### src/rtl/mips_pkg.sv
// Shared MIPS pipeline definitions: word width, bubble encoding, fetch FSM states
// and the branch/jump target alignment helper.
package mips_pkg;

  localparam int unsigned WORD_W = 32;

  // All-zero word decodes as sll $0,$0,0, which is the architectural NOP.
  localparam logic [WORD_W-1:0] NOP_INS = 32'h0000_0000;

  // Fetch FSM encoding, kept as plain constants for compatibility with older blocks.
  typedef logic [1:0] fetch_state_t;
  localparam fetch_state_t S_REQ  = 2'd0;
  localparam fetch_state_t S_WAIT = 2'd1;
  localparam fetch_state_t S_FULL = 2'd2;

  // Instruction addresses are word aligned; drop whatever low bits ID hands us.
  function automatic logic [WORD_W-1:0] align_target(input logic [WORD_W-1:0] addr);
    return {addr[WORD_W-1:2], 2'b00};
  endfunction

endpackage

### src/rtl/if_skid_buf.sv
// One-entry hold register for a fetched {pc+4, instruction} pair that arrived while
// the pipeline was stalled. Clear wins over load.
module if_skid_buf (
  input  logic        clk,
  input  logic        rst,
  input  logic        load_i,
  input  logic        clear_i,
  input  logic [63:0] data_i,
  output logic [63:0] data_o,
  output logic        valid_o
);

  logic [63:0] data_q;
  logic        valid_q;

  // Capture on load, invalidate on clear; data is kept stale when not valid.
  always_ff @(posedge clk or negedge rst) begin
    if (!rst) begin
      data_q  <= '0;
      valid_q <= 1'b0;
    end else if (clear_i) begin
      valid_q <= 1'b0;
    end else if (load_i) begin
      data_q  <= data_i;
      valid_q <= 1'b1;
    end
  end

  assign data_o  = data_q;
  assign valid_o = valid_q;

endmodule

### src/rtl/if_fetch_stage.sv
// IF stage: owns the PC, issues one instruction-memory request at a time and feeds
// the IF/ID pipeline register. Honours stall, branch/jump redirect and flush.
module if_fetch_stage #(
  parameter logic [31:0] RESET_PC = 32'h0000_0000,
  parameter logic [31:0] NOP_INS  = 32'h0000_0000
) (
  input  logic        clk,
  input  logic        rst,
  input  logic        stall,
  input  logic        pcsrc,
  input  logic [31:0] baddr,
  input  logic        jump,
  input  logic [31:0] jaddr,
  input  logic        if_flush,
  output logic        imem_req,
  output logic [31:0] imem_addr,
  input  logic        imem_valid,
  input  logic [31:0] imem_rdata,
  output logic [31:0] pc_out,
  output logic [31:0] ins_out,
  output logic        ins_valid
);
  import mips_pkg::*;

  fetch_state_t      state_q, state_d;
  logic [WORD_W-1:0] pc_q, pc_d, pc_inc;
  logic              kill_q, kill_d;
  logic              redirect;
  logic [WORD_W-1:0] target;

  logic                skid_load, skid_clear, skid_valid;
  logic [2*WORD_W-1:0] skid_data;

  logic              new_valid;
  logic [WORD_W-1:0] new_pc, new_ins;

  logic [WORD_W-1:0] pc_out_q, ins_out_q;
  logic              ins_valid_q;

  assign redirect = pcsrc | jump;
  assign target   = align_target(pcsrc ? baddr : jaddr);
  assign pc_inc   = pc_q + 32'd4;

  if_skid_buf u_skid (
    .clk     (clk),
    .rst     (rst),
    .load_i  (skid_load),
    .clear_i (skid_clear),
    .data_i  ({pc_inc, imem_rdata}),
    .data_o  (skid_data),
    .valid_o (skid_valid)
  );

  // Fetch sequencing: kill marks an in-flight response that a redirect made stale.
  always_comb begin
    state_d    = state_q;
    pc_d       = pc_q;
    kill_d     = kill_q;
    skid_load  = 1'b0;
    skid_clear = 1'b0;
    new_valid  = 1'b0;
    new_pc     = pc_inc;
    new_ins    = imem_rdata;
    unique case (state_q)
      S_REQ: begin
        if (redirect) begin
          pc_d   = target;
          kill_d = 1'b1;
        end
        state_d = S_WAIT;
      end
      S_WAIT: begin
        if (imem_valid) begin
          if (kill_q || redirect) begin
            kill_d  = 1'b0;
            if (redirect) pc_d = target;
            state_d = S_REQ;
          end else if (!stall) begin
            new_valid = 1'b1;
            pc_d      = pc_inc;
            state_d   = S_REQ;
          end else begin
            skid_load = 1'b1;
            state_d   = S_FULL;
          end
        end else if (redirect) begin
          pc_d   = target;
          kill_d = 1'b1;
        end
      end
      S_FULL: begin
        if (redirect) begin
          skid_clear = 1'b1;
          pc_d       = target;
          state_d    = S_REQ;
        end else if (!stall) begin
          skid_clear = 1'b1;
          new_valid  = skid_valid;
          new_pc     = skid_data[2*WORD_W-1:WORD_W];
          new_ins    = skid_data[WORD_W-1:0];
          pc_d       = pc_inc;
          state_d    = S_REQ;
        end
      end
      default: state_d = S_REQ;
    endcase
  end

  // PC, FSM state and kill flag.
  always_ff @(posedge clk or negedge rst) begin
    if (!rst) begin
      state_q <= S_REQ;
      pc_q    <= RESET_PC;
      kill_q  <= 1'b0;
    end else begin
      state_q <= state_d;
      pc_q    <= pc_d;
      kill_q  <= kill_d;
    end
  end

  // IF/ID register: flush/redirect bubble beats stall, which beats a new instruction.
  always_ff @(posedge clk or negedge rst) begin
    if (!rst) begin
      pc_out_q    <= '0;
      ins_out_q   <= NOP_INS;
      ins_valid_q <= 1'b0;
    end else if (if_flush || redirect) begin
      pc_out_q    <= '0;
      ins_out_q   <= NOP_INS;
      ins_valid_q <= 1'b0;
    end else if (stall) begin
      pc_out_q    <= pc_out_q;
    end else if (new_valid) begin
      pc_out_q    <= new_pc;
      ins_out_q   <= new_ins;
      ins_valid_q <= 1'b1;
    end else begin
      ins_out_q   <= NOP_INS;
      ins_valid_q <= 1'b0;
    end
  end

  // Gating with rst keeps the request low while reset is held.
  assign imem_req  = (state_q == S_REQ) && rst;
  assign imem_addr = pc_q;
  assign pc_out    = pc_out_q;
  assign ins_out   = ins_out_q;
  assign ins_valid = ins_valid_q;

endmodule

### config.mk
export PLATFORM = sky130hd
export DESIGN_NAME = if_fetch_stage
export DESIGN_NICKNAME = d
export VERILOG_FILES = /design/src/rtl/mips_pkg.sv /design/src/rtl/if_skid_buf.sv /design/src/rtl/if_fetch_stage.sv
export SDC_FILE = /design/constraint.sdc
export NUM_CORES = 1
export LEC_CHECK = 0
export CAP_MARGIN = 20
export CORE_MARGIN = 5
export CORE_UTILIZATION = 51
export DETAILED_ROUTE_END_ITERATION = 12
export HOLD_SLACK_MARGIN = 0.02
export PLACE_DENSITY = 0.81
export SKIP_LAST_GASP = 1
export SYNTH_ARGS = -nofsm -noshare
export SYNTH_HDL_FRONTEND = slang
export SYNTH_SLANG_ARGS = --single-unit
### constraint.sdc
create_clock -name clk -period 2.8 [get_ports clk]
set_input_delay 0.56 -clock clk [delete_from_list [all_inputs] [get_ports clk]]
set_output_delay 0.56 -clock clk [all_outputs]
set_load 0.01 [all_outputs]
**Word-level counts from Yosys, hierarchy flattened**

Index checks and enable logic that the tools add are counted.
W data, S select, Z words.

- Bitwise operators: 2
- Reduce and logical (&&, ||, !) cells: 12
- $add $sub $neg: 1
- Equal/unequal tests: 6
- Muxes and demuxes: 44

Operators with widths:

| operator | number |
|---|---|
| $mux W32 | 16 |
| $pmux W32 S3 | 1 |
| $add A32 B3 Y32 const B | 1 |
| $mux W1 | 19 |
| $mux W2 | 5 |
| $reduce_and A2 Y1 | 4 |
| $ne A3 B3 Y1 const B | 2 |
| $pmux W2 S3 | 1 |
| $reduce_bool A2 Y1 | 3 |
| $pmux W1 S2 | 2 |
| $reduce_bool A3 Y1 | 1 |
| $eq A2 B1 Y1 const B | 1 |
| $eq A2 B2 Y1 const B | 1 |
| $logic_not A2 Y1 | 1 |
| $logic_or A1 B1 Y1 | 2 |
| $ne A2 B1 Y1 const B | 1 |
| $ne A2 B2 Y1 const B | 1 |
| $logic_and A1 B1 Y1 | 1 |
| $not A1 Y1 | 1 |
| $or A1 B1 Y1 | 1 |

- Output and inout bits: 98
- Flip-flop bits (word level): 165

**Logic depth before layout (Yosys ltp)**

Gate-level depths: netlist of run 1.

- Word-level depth: 8
- Gate-level depth with buffers: 9

**Modules after synthesis**

A second synthesis of run 1 with hierarchy kept.

- Cells, all modules: 994
- Area, all modules: 9788.1 um^2

By module, submodules not included:

| module | area each (um^2) | sequential area each (um^2) | cells an instance | times used |
|---|---|---|---|---|
| if_fetch_stage | 7054.3 | 2502.4 | 855 | 1 |
| if_skid_buf | 2733.9 | 1626.6 | 139 | 1 |

**Worst setup path before layout of run 1**

No wires, ideal clock.

- Path type: input to register
- Start: input port stall
- End: register u_skid.data_q[10] (netlist: u_skid.data_o[10])
- Path slack: 0.226 ns
- Data arrival time: 2.449 ns
- Stages on the path: 6
- Library setup time: 0.125 ns
- Path buffers: 3
- Path through: clkbuf_1 or3b_2 clkbuf_1 nor2_1 clkbuf_1 mux2_2

- Cells in the longest elaborated chain, start to end: 5
- Elaborated cells between the ends (all ways): 9
- Those cells by class: 7 x mux; 1 x bitwise; 1 x reduce/logical

Ends and longest elaborated chain:

| item | line | RTL |
|---|---|---|
| from (decl) | if_fetch_stage.sv:9 | `input logic stall,` |
| $mux W1, on equally long branches | if_fetch_stage.sv:78, if_fetch_stage.sv:96 |  |
| $mux W1, on equally long branches | if_fetch_stage.sv:74, if_fetch_stage.sv:92 |  |
| $mux W1, on equally long branches | if_fetch_stage.sv:73, if_fetch_stage.sv:64 |  |
| $mux W1 or $not A1 Y1 (tied branches) | -- |  |
| $reduce_and A2 Y1 (no line) * | -- |  |
| to (signal assigned) | if_skid_buf.sv:24 | `data_q <= data_i;` |
| to (decl) | if_skid_buf.sv:13 | `logic [63:0] data_q;` |

Mark *: on every way between the ends. The rest lies on a longest branch, timed or not.
A chain may end at the register's enable or synchronous reset.

**Worst setup path in the final report of run 1**

- Start: register pc_q[14] (netlist: imem_addr[14])
- End: register pc_out_q[22] (netlist: pc_out[22])

- Cells in the longest elaborated chain, start to end: 6

Ends and longest elaborated chain:

| item | line | RTL |
|---|---|---|
| from (decl) | if_fetch_stage.sv:26 | `logic [WORD_W-1:0] pc_q, pc_d, pc_inc;` |
| from (signal assigned) | if_fetch_stage.sv:117 | `pc_q <= pc_d;` |
| $add A32 B3 Y32 * | if_fetch_stage.sv:42 | `assign pc_inc = pc_q + 32'd4;` |
| $mux W32 | if_fetch_stage.sv:92 | `if (redirect) begin` |
| $mux W32 * | if_fetch_stage.sv:64 | `unique case (state_q)` |
| $mux W32 * | if_fetch_stage.sv:134 | `end else if (new_valid) begin` |
| $mux W32 * | if_fetch_stage.sv:132 | `end else if (stall) begin` |
| $mux W32 * | if_fetch_stage.sv:128 | `end else if (if_flush \|\| redirect) begin` |
| to (signal assigned) | if_fetch_stage.sv:133 | `pc_out_q <= pc_out_q;` |
| to (signal assigned) | if_fetch_stage.sv:135 | `pc_out_q <= new_pc;` |
| to (decl) | if_fetch_stage.sv:37 | `logic [WORD_W-1:0] pc_out_q, ins_out_q;` |

Mark *: on every way between the ends. The rest lies on a longest branch, timed or not. The select of a mux whose other input is x is not followed.

==> flow_summary.yaml, run 1 <==
cells_and_area:
  final_cell_count_no_fill: 1432
  final_cell_mix: "195 x clkdlybuf4s50_1, 165 x dfrtp_1, 111 x o21ai_0, 85 x nand2_1, 82 x buf_4"
  drive_gt1_share_pct: 15.0
  fillerInstances: 1356
  mostFrequentLayoutCell: "clkdlybuf4s50_1"
  num-nets-final: 1302
  fin_area_mm2: 0.0124
  area_growth_pct: 36.1
  n_antenna_cell: 0
grt:
  track_usage_pct: 28.0
  grt_pass1_wl_um: 45400
  grt_max_degree: 166
  busiest_layer: "met2"
  grt.met3_usage_pct: 5.26
  met1_usage_pct: 36.2
  antenna_found_initial: 0
  grt_pass1_vias: 8594
  grt.overflow.total: 0
  grt_util_met2_pct: 45.6
die:
  io_pins: 201
  initial_utilization_pct: 52.3
  die_area_mm2: 0.0206
  rows: 48
  core_area_mm2: 0.0174
  die_x_um: 144
  die_y_um: 144
sta:
  min_period_ns: 2.65
  finalMaxSlewViolations: 0
  worstMarginPinSlew_ns: 1.13
  fmax_mhz: 377
  fin_crit_sh_pct: 94.8
  finalClockSkew_ns: 0.0134
  rsz0062_at_grt: "false"
  hold_viol: 0
  max-slew-margin-rel_pct: 24.2
  setup_viol: 0
critical_path:
  crit_fanout: 10
  crit_chain: "nand4_1 -> or4_1 -> buf_4 -> or3_1 -> a31oi_1 -> a22o_1"
  critPathArrivalTime_ns: 3.01
  critPathKind: "reg -> reg"
  slowest_stage: "or4_1"
  end_kind: "flip-flop"
  start_kind: "flip-flop"
  slowest_delay_ns: 0.80
  required_ns: 3.16
clock_network:
  cts_resized: 0
  cts_buffer_depth: 2
  clk_pin_slew_ns: 0.07
  holdBufCountCts: 0
  cts_sinks: 165
  cts-buffers-inserted: 17
  cts-root-buf: "clkbuf_16"
  clock_latency_ns: 0.43
  htree_levels: 4
  postCtsSetupBuffers: 0
  cts_tree: "yes"
synth:
  synth_edf_count: 0
  avgSynthCellArea_um2: 9.33
  ys_seq_area_share_pct: 45.3
  synth_ff_type: "dfrtp_1"
  syn_area_mm2: 0.00911
  syn-instance-count: 977
  ys_ff_latch: 165
  async_flop_share_pct: 100
  synthTopCellsByArea: "dfrtp_1 45%, o21ai_0 6.1%, mux2_2 4.8%, mux2i_1 4.3%, nand2_1 3.5%"
  synth_nets: 1085
  yosysTopAreaCell: "dfrtp_1"
  yosysWarningCount: 0
  synth_top_area_share_pct: 45.3
  ys_types: 66
place:
  placed_area_mm2: 0.0118
  numPortBuffers: 196
  place_congestion: 0.995
  dpl.cell_count: 1400
  hpwl_um: 20800
power:
  irDropWorstVdd_mv: 0.695
  power_leakage_uw: 0.00537
  p_per_area_mw_per_mm2: 737
drt:
  drt_first_pass_iters: 9
  dr_total_vias: 8837
  via_per_inst: 6.17
  first_iter_violations: 845
  wirelength_um: 29000
  post_drt_wl_per_cell_um: 20.2
  drc: 0
  ant_nets: 0
run_status:
  run_status: "complete, no violations"
run:
  max_cap_violations: 0
min_path:
  hp-class: "in -> async"
cell usage after synthesis (all sizes together), types with 6 or more instances:
cell / number
a21o: 19
nand2: 86
or4: 8
buf: 19
a22o: 6
clkbuf: 70
nand3: 12
o21a: 6
nor3: 20
xnor2: 25
or3: 9
o31ai: 10
o22a: 7
a21oi: 51
nor2: 57
nor4: 16
o22ai: 29
dfrtp: 165
or3b: 6
mux2i: 39
nand2b: 10
inv: 17
o211ai: 10
o221ai: 7
nand3b: 7
a31oi: 23
mux2: 39
o21ai: 111
nand4: 15
cells by family after synthesis:
kind of cell / Yosys count / synth area share (%)
compound gates: 324 / 22.4
xor+xnor: 28 / 2.69
fa+ha+maj: 5 / 0.687
buf+inv: 107 / 4.68
flops: 165 / 45.3
mux: 78 / 9.10
simple gates: 270 / 15.1
worst paths after layout:
| path | cells after the start | to | slack [ns] | from |
|---|---|---|---|---|
| max in group asynchronous | 2 | pc_out[21] | 1.83 | rst |
| worst min register to register | 1 | pc_out[21] | 0.47 | pc_out[21] |
| worst max register to register | 6 | pc_out[22] | 0.15 | imem_addr[14] |
| worst min-delay path | 2 | imem_addr[13] | 0.20 | rst |
| min in group clk | 1 | pc_out[21] | 0.47 | pc_out[21] |
| worst max-delay path | 6 | pc_out[22] | 0.15 | imem_addr[14] |
state kept, by name, indices dropped and copies added, names as in the netlist:
| name | cells |
|---|---|
| imem_addr | 32 |
| ins_out | 32 |
| ins_valid | 1 |
| kill_q | 1 |
| pc_out | 32 |
| state_q | 2 |
| u_skid.data_o | 64 |
| u_skid.valid_o | 1 |
final cells by class:
class	count	area, µm²	share of cell area (%)
Clock inverter	15	158	1.27
Multi-Input combinational cell	705	4580	36.9
Clock buffer	17	425	3.43
Tap cell	225	282	2.27
Sequential cell	165	4130	33.3
Timing Repair Buffer	287	2760	22.2
Inverter	18	67.6	0.545
critical path: cells and delay by family, from the launching register on:
| kind | cells | cell delay [ns] |
|---|---|---|
| compound gates | 2 | 0.39 |
| buf+inv | 1 | 0.26 |
| flops | 1 | 0.52 |
| simple gates | 3 | 1.41 |
routing by layer:
metal,vias up,wire (µm)
met4,0,1150
met3,84,2320
met2,432,14100
li1,4051,-
met1,4270,11400
met5,-,0
through the flow:
step	power, µW	setup slack (ns)	hold slack (ns)	setup TNS (ns)	util [%]
finish	9140	0.147	0.198	0	71.2
global route	9610	0.0324	0.312	0	71.2
CTS	9130	0.210	0.331	0	71.2
floorplan	5220	0.226	0.264	0	-
global placement	6660	-0.113	0.457	-1.23	67.9
detailed placement	6760	-0.134	0.465	-2.24	67.9
power breakdown:
| part | internal (µW) | switching, µW |
|---|---|---|
| Combinational | 1590 | 1630 |
| Clock | 1270 | 1080 |
| Sequential | 2980 | 596 |
Note: power is estimated with default switching activity, not from simulation.
==> inputs of run 2 (changes only) <==
--- a/config.mk
+++ b/config.mk
@@ -9,9 +9,11 @@
 export CORE_MARGIN = 5
 export CORE_UTILIZATION = 51
 export DETAILED_ROUTE_END_ITERATION = 12
+export GPL_TIMING_DRIVEN = 0
 export HOLD_SLACK_MARGIN = 0.02
 export PLACE_DENSITY = 0.81
 export SKIP_LAST_GASP = 1
+export SLEW_MARGIN = 30
 export SYNTH_ARGS = -nofsm -noshare
 export SYNTH_HDL_FRONTEND = slang
 export SYNTH_SLANG_ARGS = --single-unit
==> flow_summary.yaml, run 2 (same netlist as run 1, synthesis figures left out) <==
run_status:
  run_status: "complete, but fails checks"
  violations: "setup timing"
critical_path:
  crit_family: "buffers and inverters"
  crit_fanout: 10
  reg2reg_slack_ns: 0.04
  critPathKind: "in -> reg"
  reg2reg_depth: 8
  crit_top_cell: "o31ai_1"
  critPathArrivalTime_ns: 3.16
  start_kind: "input pin"
  reg2reg_to: "imem_addr[21]"
  end_kind: "flip-flop"
  r2r_start: "state_q[1]"
  required_ns: 3.08
  slowest_delay_ns: 0.74
  crit_chain: "clkdlybuf4s50_1 -> or4b_2 -> a21oi_2 -> clkbuf_4 -> o31ai_1 -> a22oi_1 -> o31ai_1"
  path_buf_inv: 2
  slowest_stage: "or4b_2"
clock_network:
  htree_levels: 4
  cts-buffers-inserted: 17
  cts_sinks: 165
  clock_latency_ns: 0.43
  clk_pin_slew_ns: 0.07
  cts_tree: "yes"
  cts-root-buf: "clkbuf_16"
  holdBufCountCts: 0
  cts_buffer_depth: 2
cells_and_area:
  n_antenna_cell: 0
  fillerInstances: 1404
  multi_input_area_mm2: 0.00467
  regArea_mm2: 0.00413
  num-nets-final: 1305
  mostFrequentLayoutCell: "clkdlybuf4s50_1"
  area_growth_pct: 34.0
  largest_reg_flops: 64
  final_cell_count_no_fill: 1435
  final_util_pct: 70.1
  final_cell_mix: "194 x clkdlybuf4s50_1, 165 x dfrtp_1, 109 x o21ai_0, 85 x nand2_1, 53 x nor2_1"
  drive_gt1_share_pct: 13.2
die:
  core_area_mm2: 0.0174
  die_y_um: 144
  rows: 48
  initial_utilization_pct: 52.3
  die_area_mm2: 0.0206
  die_x_um: 144
  io_pins: 201
sta:
  hold_viol: 0
  worstMarginPinSlew_ns: 0.945
  rsz0062_at_grt: "true"
  min_period_ns: 2.88
  finalMaxSlewViolations: 0
  setup_viol: 3
  fmax_mhz: 347
  max-slew-margin-rel_pct: 36.4
  fin_crit_sh_pct: 103
  layout_setup_ws_ns: -0.0799
  finalClockSkew_ns: 0.0155
power:
  p_total_uw: 9160
  irDropWorstVdd_mv: 0.583
  p_per_area_mw_per_mm2: 751
  power_leakage_uw: 0.00519
drt:
  dr_total_vias: 9090
  ant_nets: 0
  wirelength_um: 31700
  drt_first_pass_iters: 5
  post_drt_wl_per_cell_um: 22.1
  first_iter_violations: 1006
  via_per_inst: 6.33
  drc: 0
grt:
  grt_pass1_wl_um: 48800
  grt_max_degree: 89
  track_usage_pct: 30.3
  busiest_layer: "met2"
  met1_usage_pct: 41.0
  grt_util_met2_pct: 47.6
  grt_pass1_vias: 8888
  antenna_found_initial: 0
  grt.met3_usage_pct: 7.15
  grt.overflow.total: 0
place:
  post-place-ws_ns: -1.09
  dpl.cell_count: 1399
  place_congestion: 0.995
  hpwl_um: 23500
  numPortBuffers: 195
min_path:
  hp-class: "in -> async"
run:
  max_cap_violations: 0
-- run 2: cell types whose count changed in the layout (fill, tap and decap cells not counted), moves of 3 or more --
cell / delta
nor4_2: +4
buf_2: +10
clkbuf_1: +38
buf_4: -67
nor4_1: -4
clkbuf_4: +6
buf_12: -8
inv_8: -3
clkbuf_2: +23
nor2_1: -3
-- run 2: repair_timing --
item,in CTS,in global routing
pin swaps,1,3
gates resized for setup,31,39
setup endpoints to repair,152,143
setup buffers,2,9
-- run 2: layout make-up --
| cell class | count | area share (%) |
|---|---|---|
| Sequential cell | 165 | 33.8 |
| Buffer | 82 | 3.19 |
| Multi-Input combinational cell | 705 | 38.2 |
| Timing Repair Buffer | 208 | 17.1 |
| Inverter | 18 | 0.553 |
| Tap cell | 225 | 2.31 |
| Clock inverter | 15 | 1.37 |
| Clock buffer | 17 | 3.48 |
-- run 2: where the power goes --
part	internal, µW	switching [µW]
logic	1450	1730
clock network	1340	1070
registers	2980	582
total	5780	3390
-- run 2: layer usage --
layer  vias to the layer above  share of wire [%]  wire, µm
met5                         -                  0         0
met1                      4414                 39     12500
met2                       529                 47     14800
met4                         0                3.7      1160
met3                       103                 10      3210
li1                       4044                  -         -
-- run 2: through the flow --
| step | cell area [µm²] | hold slack [ns] | setup TNS (ns) |
|---|---|---|---|
| floorplan | 9110 | 0.264 | 0 |
| global placement | 11300 | 0.459 | -1086.09 |
| detailed placement | 11400 | 0.465 | -121.37 |
| CTS | 12100 | 0.135 | -0.192 |
| global route | 12200 | 0.160 | -0.114 |
| finish | 12200 | 0.0894 | -0.149 |
-- run 2: how the worst max path moves through the flow --
stage,depth (start not counted),from,end
6_report,7,imem_valid,imem_addr[21]
3_3_place_gp,1,rst,u_skid.data_o[23]
2_1_floorplan,6,stall,u_skid.data_o[10]
5_1_grt,7,imem_valid,imem_addr[21]
4_1_cts,9,pcsrc,imem_addr[4]
3_5_place_dp,8,jump,u_skid.data_o[60]
-- run 2: worst reg2reg max path, delay by kind of cell (launching register included) --
kind                       cells  cell delay, ns
buffers and inverters          3            0.60
adders and majority gates      1            0.39
AOI/OAI and AO/OA              4            1.27
DFF                            1            0.40
==> inputs of run 3 (changes only) <==
--- a/config.mk
+++ b/config.mk
@@ -6,6 +6,7 @@
 export NUM_CORES = 1
 export LEC_CHECK = 0
 export CAP_MARGIN = 20
+export CORE_ASPECT_RATIO = 0.5
 export CORE_MARGIN = 5
 export CORE_UTILIZATION = 51
 export DETAILED_ROUTE_END_ITERATION = 12
==> flow_summary.yaml, run 3 (same netlist as run 1, synthesis figures left out) <==
clock_network:
  cts_sinks: 165
  cts_tree: "yes"
  cts-buffers-inserted: 17
  htree_levels: 4
  cts-root-buf: "clkbuf_16"
  cts_buffer_depth: 2
  clk_pin_slew_ns: 0.07
  clock_latency_ns: 0.44
run:
  max_cap_violations: 0
place:
  hpwl_um: 24700
  placed_area_mm2: 0.0114
  place_congestion: 0.992
  numPortBuffers: 195
  dpl.cell_count: 1409
die:
  initial_utilization_pct: 52.2
  rows: 34
  die_x_um: 199
  core_area_mm2: 0.0174
  die_y_um: 105
  io_pins: 201
  die_area_mm2: 0.0208
grt:
  grt_max_degree: 73
  antenna_found_initial: 0
  grt_pass1_wl_um: 52300
  grt_pass1_vias: 9277
  grt.overflow.total: 0
  track_usage_pct: 32.1
sta:
  fmax_mhz: 351
  rsz0062_at_grt: "true"
  finalMaxSlewViolations: 0
  max-slew-margin-rel_pct: 47.4
  fin_crit_sh_pct: 102
  setup_viol: 1
  hold_viol: 0
  layout_setup_ws_ns: -0.0483
  finalClockSkew_ns: 0.0121
  min_period_ns: 2.85
  worstMarginPinSlew_ns: 0.782
critical_path:
  crit_family: "buffers and inverters"
  crit_fanout: 10
  crit_chain: "clkdlybuf4s50_1 -> clkbuf_2 -> or2_1 -> or4_1 -> clkbuf_1 -> a221oi_2 -> a21o_1"
  path_buf_inv: 3
  slowest_delay_ns: 0.66
  start_kind: "input pin"
  critPathKind: "in -> reg"
  slowest_stage: "or4_1"
  reg2reg_slack_ns: 0.06
  end_kind: "flip-flop"
  critPathArrivalTime_ns: 3.22
  required_ns: 3.17
drt:
  route.met2.wl_um: 15600
  top_layer: "met4"
  wirelength_um: 33800
  ant_nets: 0
  dr_total_vias: 9226
  drc: 0
  wl_met1_um: 13500
  post_drt_wl_per_cell_um: 23.3
  drt_first_pass_iters: 5
  via_per_inst: 6.37
  first_iter_violations: 882
  met3_length_um: 4000
cells_and_area:
  multi_input_area_mm2: 0.00470
  n_antenna_cell: 0
  fillerInstances: 1334
  num-nets-final: 1310
  final_cell_mix: "194 x clkdlybuf4s50_1, 165 x dfrtp_1, 110 x o21ai_0, 85 x nand2_1, 52 x nor2_1"
  final_cell_count_no_fill: 1449
  fin_area_mm2: 0.0123
  mostFrequentLayoutCell: "clkdlybuf4s50_1"
  regArea_mm2: 0.00413
  largest_reg_flops: 64
  drive_gt1_share_pct: 14.0
  area_growth_pct: 35.5
power:
  irDropWorstVdd_mv: 0.494
  p_per_area_mw_per_mm2: 757
  p_total_uw: 9340
  power_leakage_uw: 0.00525
min_path:
  hp-class: "in -> async"
run_status:
  run_status: "complete, but fails checks"
  violations: "setup timing"
[run 3: cell types whose count changed in the layout (fill, tap and decap cells not counted), moves of 2 or more]
| cell | change |
|---|---|
| buf_4 | -2 |
| clkinv_8 | +3 |
| clkinv_2 | -3 |
| buf_2 | +8 |
| buf_12 | +2 |
| inv_8 | -2 |
| clkbuf_4 | -3 |
[run 3: power by group]
| part | internal (µW) | total, µW | switching (µW) |
|---|---|---|---|
| clock | 1360 | 2490 | 1130 |
| sequential | 2980 | 3570 | 592 |
| combinational | 1480 | 3280 | 1810 |
[run 3: per-stage QoR]
| stage | util [%] | hold slack, ns | worst slack [ns] | TNS, ns |
|---|---|---|---|---|
| floorplan | - | 0.264 | 0.226 | 0 |
| global placement | 65.1 | 0.459 | -5.68 | -1064.51 |
| detailed placement | 65.6 | 0.451 | -1.12 | -122.53 |
| CTS | 69.7 | 0.0595 | -0.147 | -1.23 |
| global route | 70.8 | 0.0642 | -0.123 | -1.61 |
| finish | 70.8 | 0.0517 | -0.0483 | -0.0483 |
[run 3: repair_timing]
action | 4_1_cts | 5_1_grt
endpoints found under the setup margin | 161 | 139
hold buffers | 1 | 0
hold endpoints to repair | 37 | 0
setup buffers | 3 | 10
gates cloned | 0 | 0
resized for setup | 27 | 49
pin swaps | 0 | 3
[run 3: layer usage]
metal  track usage [%]  up-vias
li1                  -     4055
met2              49.0      533
met3              10.4       69
met4              10.2        0
met5                 0        -
met1              43.6     4569
[run 3: final timing paths]
path | start | endpoint | cells past startpoint
min | rst | ins_out[10] | 2
min in group clk | pc_out[26] | pc_out[26] | 1
max reg2reg | state_q[0] | imem_addr[10] | 7
max | jump | pc_out[8] | 7
min reg2reg | pc_out[26] | pc_out[26] | 1
max in group asynchronous | rst | pc_out[23] | 3
[run 3: final cells by class]
type,instances,share of cell area [%]
clock buffers,18,3.48
plain buffers,83,3.09
repair buffers,212,17.5
multi-input cells,705,38.1
inverters,18,0.547
flip-flops and latches,165,33.4
clock inverters,14,1.52
well taps,234,2.37
